--- config.mk ---
export PLATFORM = sky130hd
export DESIGN_NAME = doy_to_month_day
export DESIGN_NICKNAME = d
export VERILOG_FILES = /design/src/rtl/date_pkg.sv /design/src/rtl/month_len_rom.sv /design/src/rtl/doy_to_month_day.sv
export SDC_FILE = /design/constraint.sdc
export NUM_CORES = 1
export LEC_CHECK = 0
export ABC_AREA = 1
export BUFFER_PORTS_ARGS = -buffer_cell sky130_fd_sc_hd__buf_2
export CAP_MARGIN = 10
export CORE_ASPECT_RATIO = 1.5
export CORE_MARGIN = 10
export CORE_UTILIZATION = 45
export DETAILED_ROUTE_END_ITERATION = 6
export GPL_TIMING_DRIVEN = 0
export PLACE_DENSITY = 0.67
export REMOVE_ABC_BUFFERS = 1
export SLEW_MARGIN = 25
export SYNTH_ARGS = -nofsm -noshare
export SYNTH_HDL_FRONTEND = slang
export SYNTH_HIERARCHICAL = 1
export SYNTH_SLANG_ARGS = --single-unit
export TNS_END_PERCENT = 50
--- constraint.sdc ---
create_clock -name clk -period 5.5 [get_ports clk]
set_clock_uncertainty 0.05 [all_clocks]
set_input_delay 1.1 -clock clk [delete_from_list [all_inputs] [get_ports clk]]
set_output_delay 1.1 -clock clk [all_outputs]
set_load 0.01 [all_outputs]
--- src/rtl/date_pkg.sv ---
// Shared types and constants for the day-of-year to month/day display path.
package date_pkg;

  typedef enum logic [1:0] {
    ST_IDLE = 2'd0,
    ST_SUB  = 2'd1,
    ST_BCD  = 2'd2,
    ST_DONE = 2'd3
  } state_t;

  // Digit code that the SevenSeg decoders render as an unlit digit.
  localparam logic [7:0] BLANK_CODE  = 8'd88;
  localparam int         MONTHS      = 12;
  localparam int         DAYS_NORMAL = 365;
  localparam int         DAYS_LEAP   = 366;

endpackage

--- src/rtl/month_len_rom.sv ---
// Month-length lookup: number of days in a month, 0 for months outside 1..12.
module month_len_rom
  import date_pkg::*;
(
  input  logic [3:0] month_i,
  input  logic       leap_i,
  output logic [4:0] days_o
);

  always_comb begin
    days_o = 5'd0;
    if (month_i >= 4'd1 && month_i <= 4'(MONTHS)) begin
      case (month_i)
        4'd2:                      days_o = leap_i ? 5'd29 : 5'd28;
        4'd4, 4'd6, 4'd9, 4'd11:   days_o = 5'd30;
        default:                   days_o = 5'd31;
      endcase
    end
  end

endmodule

--- src/rtl/doy_to_month_day.sv ---
// Sequential day-of-year to month/day converter producing tens/ones digit
// codes for the HEX display; walks one month per cycle, then one tens step per cycle.
module doy_to_month_day
  import date_pkg::*;
#(
  parameter int         DAY_W = 9,
  parameter logic [7:0] BLANK = BLANK_CODE
) (
  input  logic             clk,
  input  logic             reset,
  input  logic             start,
  input  logic [DAY_W-1:0] day_of_year,
  input  logic             leap,
  output logic             busy,
  output logic             done,
  output logic             err,
  output logic [3:0]       month_bin,
  output logic [4:0]       day_bin,
  output logic [7:0]       month_tens,
  output logic [7:0]       month_ones,
  output logic [7:0]       day_tens,
  output logic [7:0]       day_ones,
  output state_t           dbg_state
);

  // Handshake: start is sampled only in IDLE; busy is high while the walk runs
  // (SUB/BCD of a valid request); done pulses for one cycle when the outputs
  // have been updated; requests arriving while busy or during done are dropped.

  localparam logic [DAY_W-1:0] MAX_NORM = DAY_W'(DAYS_NORMAL);
  localparam logic [DAY_W-1:0] MAX_LEAP = DAY_W'(DAYS_LEAP);
  localparam logic [DAY_W-1:0] TEN      = DAY_W'(10);

  state_t           state_q, state_d;
  logic [DAY_W-1:0] rem_q, rem_d;
  logic [3:0]       m_q, m_d;
  logic [1:0]       tens_q, tens_d;
  logic             leap_q, leap_d;
  logic             inv_q, inv_d;
  logic             err_q, err_d;
  logic [3:0]       month_bin_q, month_bin_d;
  logic [4:0]       day_bin_q, day_bin_d;
  logic [7:0]       month_tens_q, month_tens_d;
  logic [7:0]       month_ones_q, month_ones_d;
  logic [7:0]       day_tens_q, day_tens_d;
  logic [7:0]       day_ones_q, day_ones_d;

  logic [4:0]       len;
  logic             in_valid;

  month_len_rom u_len (
    .month_i (m_q),
    .leap_i  (leap_q),
    .days_o  (len)
  );

  assign in_valid = (day_of_year != '0) &&
                    (day_of_year <= (leap ? MAX_LEAP : MAX_NORM));

  always_ff @(posedge clk) begin
    if (reset) begin
      state_q      <= ST_IDLE;
      rem_q        <= '0;
      m_q          <= 4'd0;
      tens_q       <= 2'd0;
      leap_q       <= 1'b0;
      inv_q        <= 1'b0;
      err_q        <= 1'b0;
      month_bin_q  <= 4'd0;
      day_bin_q    <= 5'd0;
      month_tens_q <= BLANK;
      month_ones_q <= BLANK;
      day_tens_q   <= BLANK;
      day_ones_q   <= BLANK;
    end else begin
      state_q      <= state_d;
      rem_q        <= rem_d;
      m_q          <= m_d;
      tens_q       <= tens_d;
      leap_q       <= leap_d;
      inv_q        <= inv_d;
      err_q        <= err_d;
      month_bin_q  <= month_bin_d;
      day_bin_q    <= day_bin_d;
      month_tens_q <= month_tens_d;
      month_ones_q <= month_ones_d;
      day_tens_q   <= day_tens_d;
      day_ones_q   <= day_ones_d;
    end
  end

  always_comb begin
    state_d      = state_q;
    rem_d        = rem_q;
    m_d          = m_q;
    tens_d       = tens_q;
    leap_d       = leap_q;
    inv_d        = inv_q;
    err_d        = err_q;
    month_bin_d  = month_bin_q;
    day_bin_d    = day_bin_q;
    month_tens_d = month_tens_q;
    month_ones_d = month_ones_q;
    day_tens_d   = day_tens_q;
    day_ones_d   = day_ones_q;
    case (state_q)
      ST_IDLE: begin
        if (start) begin
          rem_d   = day_of_year;
          leap_d  = leap;
          m_d     = 4'd1;
          tens_d  = 2'd0;
          inv_d   = !in_valid;
          // Invalid requests take one idle hop through BCD so done lands one edge later.
          state_d = in_valid ? ST_SUB : ST_BCD;
        end
      end
      ST_SUB: begin
        if (rem_q > DAY_W'(len)) begin
          rem_d = rem_q - DAY_W'(len);
          m_d   = m_q + 4'd1;
        end else begin
          tens_d  = 2'd0;
          state_d = ST_BCD;
        end
      end
      ST_BCD: begin
        if (inv_q) begin
          state_d      = ST_DONE;
          err_d        = 1'b1;
          month_bin_d  = 4'd0;
          day_bin_d    = 5'd0;
          month_tens_d = BLANK;
          month_ones_d = BLANK;
          day_tens_d   = BLANK;
          day_ones_d   = BLANK;
        end else if (rem_q >= TEN) begin
          rem_d  = rem_q - TEN;
          tens_d = tens_q + 2'd1;
        end else begin
          state_d      = ST_DONE;
          err_d        = 1'b0;
          month_bin_d  = m_q;
          day_bin_d    = 5'(tens_q) * 5'd10 + 5'(rem_q[3:0]);
          month_tens_d = (m_q >= 4'd10) ? 8'd1 : BLANK;
          month_ones_d = {4'd0, (m_q >= 4'd10) ? (m_q - 4'd10) : m_q};
          day_tens_d   = (tens_q == 2'd0) ? BLANK : {6'd0, tens_q};
          day_ones_d   = {4'd0, rem_q[3:0]};
        end
      end
      ST_DONE: state_d = ST_IDLE;
      default: state_d = ST_IDLE;
    endcase
  end

  always_comb begin
    busy      = ((state_q == ST_SUB) || (state_q == ST_BCD)) && !inv_q;
    done      = (state_q == ST_DONE);
    dbg_state = state_q;
  end

  assign err        = err_q;
  assign month_bin  = month_bin_q;
  assign day_bin    = day_bin_q;
  assign month_tens = month_tens_q;
  assign month_ones = month_ones_q;
  assign day_tens   = day_tens_q;
  assign day_ones   = day_ones_q;

endmodule

==> results.sh <==
export IMPL_seq_area_um2=820.8
export IMPL_ioPinCount=59
export IMPL_crit_slowest_cell="ha_1"
export IMPL_worst_pin_slew_ns=0.5835
export IMPL_syn_area_per_cell_um2=6.513
export IMPL_track_usage_pct=15.00
export IMPL_holdCritStartpoint="leap_q"
export IMPL_row_count=36
export IMPL_ir_drop_mv=0.3273
export IMPL_fmax_mhz=324.8
export IMPL_yosysMostFrequentCell="nand2_1"
export IMPL_drive_gt1_share_pct=15.32
export IMPL_ys_flop_type="dfxtp_1"
export IMPL_synth_cell_types=37
export IMPL_crit_buf_inv=3
export IMPL_synth_compound_area_share_pct=12.99
export IMPL_cts_buffer_depth=2
export IMPL_synth_top_area_cell="dfxtp_1"
export IMPL_cts_resized=0
export IMPL_crit_arrival_ns=1.93
export IMPL_min_to="leap_q"
export IMPL_grt_pass1_wl_um=13160
export IMPL_routed_via_density=5.086
export IMPL_place_congestion=0.8960
export IMPL_end_kind="output port"
export IMPL_fill_cells=697
export IMPL_hp_class="register to register"
export IMPL_path_clk_slew_ns=0.08
export IMPL_routed_wl_um=7733
export IMPL_r2r_cells=14
export IMPL_gr_total_overflow=0
export IMPL_syn_inst=463
export IMPL_cts_tree="yes"
export IMPL_path_max_fanout=15
export IMPL_io_buffer_count=47
export IMPL_die_h_um=120.3
export IMPL_fin_crit_ns=3.079
export IMPL_drv_slew=0
export IMPL_synth_adder_area_share_pct=10.04
export IMPL_max_slew_margin_pct=60.69
export IMPL_clk_insertion_delay_late_ns=0.29
export IMPL_drc=0
export IMPL_yosysSeqAreaShare_pct=27.22
export IMPL_cp_top_family="adder cells"
export IMPL_vias=2909
export IMPL_hold_buffers=0
export IMPL_htreeDepth=2
export IMPL_cts_sinks=41
export IMPL_timing_rr_start="m_q[1]"
export IMPL_rsz0062_at_grt="false"
export IMPL_cts_buffers_inserted=5
export IMPL_ys_ff_latch=41
export IMPL_multi_input_area_um2=1780
export IMPL_setup_viol=0
export IMPL_first_pass_iters=4
export IMPL_final_hold_viol_count=0
export IMPL_synth_top_family_by_area="simple AND/OR/NAND/NOR gates"
export IMPL_maxCapViolCount=0
export IMPL_syn_to_final_growth_pct=8.423
export IMPL_startpoint_type="register"
export IMPL_synth_area_um2=3015
export IMPL_crit_chain="inv_1, ha_1, inv_1, nor2_1, buf_2"
export IMPL_synthArstFlopShare_pct=0
export IMPL_cpPeakStageDelay_ns=0.59
export IMPL_worstHoldPathCells=2
export IMPL_leakagePower_nw=1.641
export IMPL_drt_initial_drc_count=155
export IMPL_crit_top_cell="inv_1"
export IMPL_synth_area_mux_share_pct=0
export IMPL_status="complete, no violations"
export IMPL_grt_max_degree=21
export IMPL_finalCritPeriodShare_pct=55.97
export IMPL_coreArea_um2=6531
export IMPL_synth_edff_count=0
export IMPL_cts_setup_buffers=0
export IMPL_n_antenna_cell=0
export IMPL_synthXorXnorAreaFrac_pct=0.5809
export IMPL_grt_pass1_vias=2950
export IMPL_die_area_um2=10440
export IMPL_power_density_nw_per_um2=654.7
export IMPL_initial_utilization_pct=46.17
export IMPL_setup_tns_ns=0
export IMPL_synth_warnings=6
export IMPL_drtAntennaViolNets=0
export IMPL_power_w=0.002141
export IMPL_crit_required_ns=4.35
export IMPL_synth_simple_area_share_pct=34.07
export IMPL_die_w_um=86.84
export IMPL_synthTopCellsByCount="nand2_1 (110), inv_1 (57), nor2_1 (57)"
export IMPL_r2r_end="m_q[0]"
export IMPL_yosys_top_cells_area="dfxtp_1 (27%), nand2_1 (14%), ha_1 (8.7%), inv_1 (7.1%), nor2_1 (7.1%)"
export IMPL_critical_path_class="register to output port"
export IMPL_cts_root_buf="clkbuf_8"
export IMPL_antenna_found_initial=0
export IMPL_dp_hpwl_um=6062
export IMPL_r2r_setup_slack_ns=2.82
export IMPL_wl_per_cell_um=13.52
export IMPL_nets=532
export IMPL_synth_top_area_share_pct=27.22
cells in the final DEF, fill, tap and decap left out, types with 2 or more instances in the layout:
cell,n
nand2_1,110
inv_1,57
nor2_1,57
buf_2,47
dfxtp_1,41
nand3_1,40
a21oi_1,32
o21ai_0,23
ha_1,21
conb_1,11
or2_2,7
clkbuf_8,5
a31oi_1,4
nor3_1,4
a211oi_1,4
nand4_1,3
o21ai_1,3
nor2_4,2
nand2_2,2
nand2_4,2
inv_2,2
inv_4,2
o211ai_1,2
fa_1,2
power by group:
| group | switching [W] | leakage (nW) | internal, W |
|---|---|---|---|
| registers | 0.000107 | 0.335 | 0.000381 |
| logic | 0.000914 | 1.25 | 0.000500 |
| clock network | 0.000107 | 0.0540 | 0.000132 |
cell families (layout without fill, tap and decap cells):
logic type      after synthesis  after routing
other cells                   1             11
xor+xnor                      2              2
compound gates               72             72
simple gates                232            232
fa+ha+maj                    23             23
flops                        41             41
buf+inv                      92            115
per-stage QoR:
step                      hold WS, ns  util, %  cell area (µm²)  instances  setup slack [ns]
after floorplan                0.3745        -             2835        442             3.051
after global placement         0.3848    48.47             3166        565             2.757
after detailed placement       0.3981    48.47             3166        565             2.734
after CTS                      0.4102    50.06             3269        572             2.399
after global routing           0.4412    50.06             3269        572             2.197
final                          0.4074    50.06             3269        572             2.421
layer usage:
metal	global-route usage (%)	wire (µm)
met3	3.562	480
met5	0	0
met4	6.606	180
met2	27.53	4017
met1	15.39	3055
layout make-up:
class	count	area share [%]
timing repair buffer	47	7.195
multi-input combinational	340	54.46
sequential	41	25.11
clock buffer	5	2.105
clock inverter	2	1.072
tap	76	2.909
inverter	61	7.157
how the worst max path moves through the flow:
stage | depth (start not counted) | startpoint | slack (ns) | to
2_1_floorplan | 4 | dbg_state[0] | 3.05 | busy
3_3_place_gp | 5 | dbg_state[0] | 2.76 | busy
3_5_place_dp | 5 | dbg_state[0] | 2.73 | busy
4_1_cts | 5 | dbg_state[0] | 2.40 | busy
5_1_grt | 5 | dbg_state[0] | 2.20 | busy
6_report | 5 | dbg_state[1] | 2.42 | busy
state kept, by name (all words and copies together) (netlist names), 3 cells and up:
name        flops
month_ones      4
month_bin       4
rem_q           9
day_ones        3
m_q             4
day_tens        3
day_bin         5
worst register-to-register path, cell delays in order (launching register included):
cell     delay, ns
dfxtp_1       0.58
nor2_1        0.11
nand2_1       0.09
o21ai_1       0.08
inv_1         0.11
inv_1         0.06
ha_1          0.32
a21oi_1       0.27
nand3_1       0.14
nand2_1       0.11
nand3_2       0.17
nand2_2       0.21
inv_1         0.09
o21ai_0       0.15
nor2_1        0.05
(Power assumes the default switching activity.)
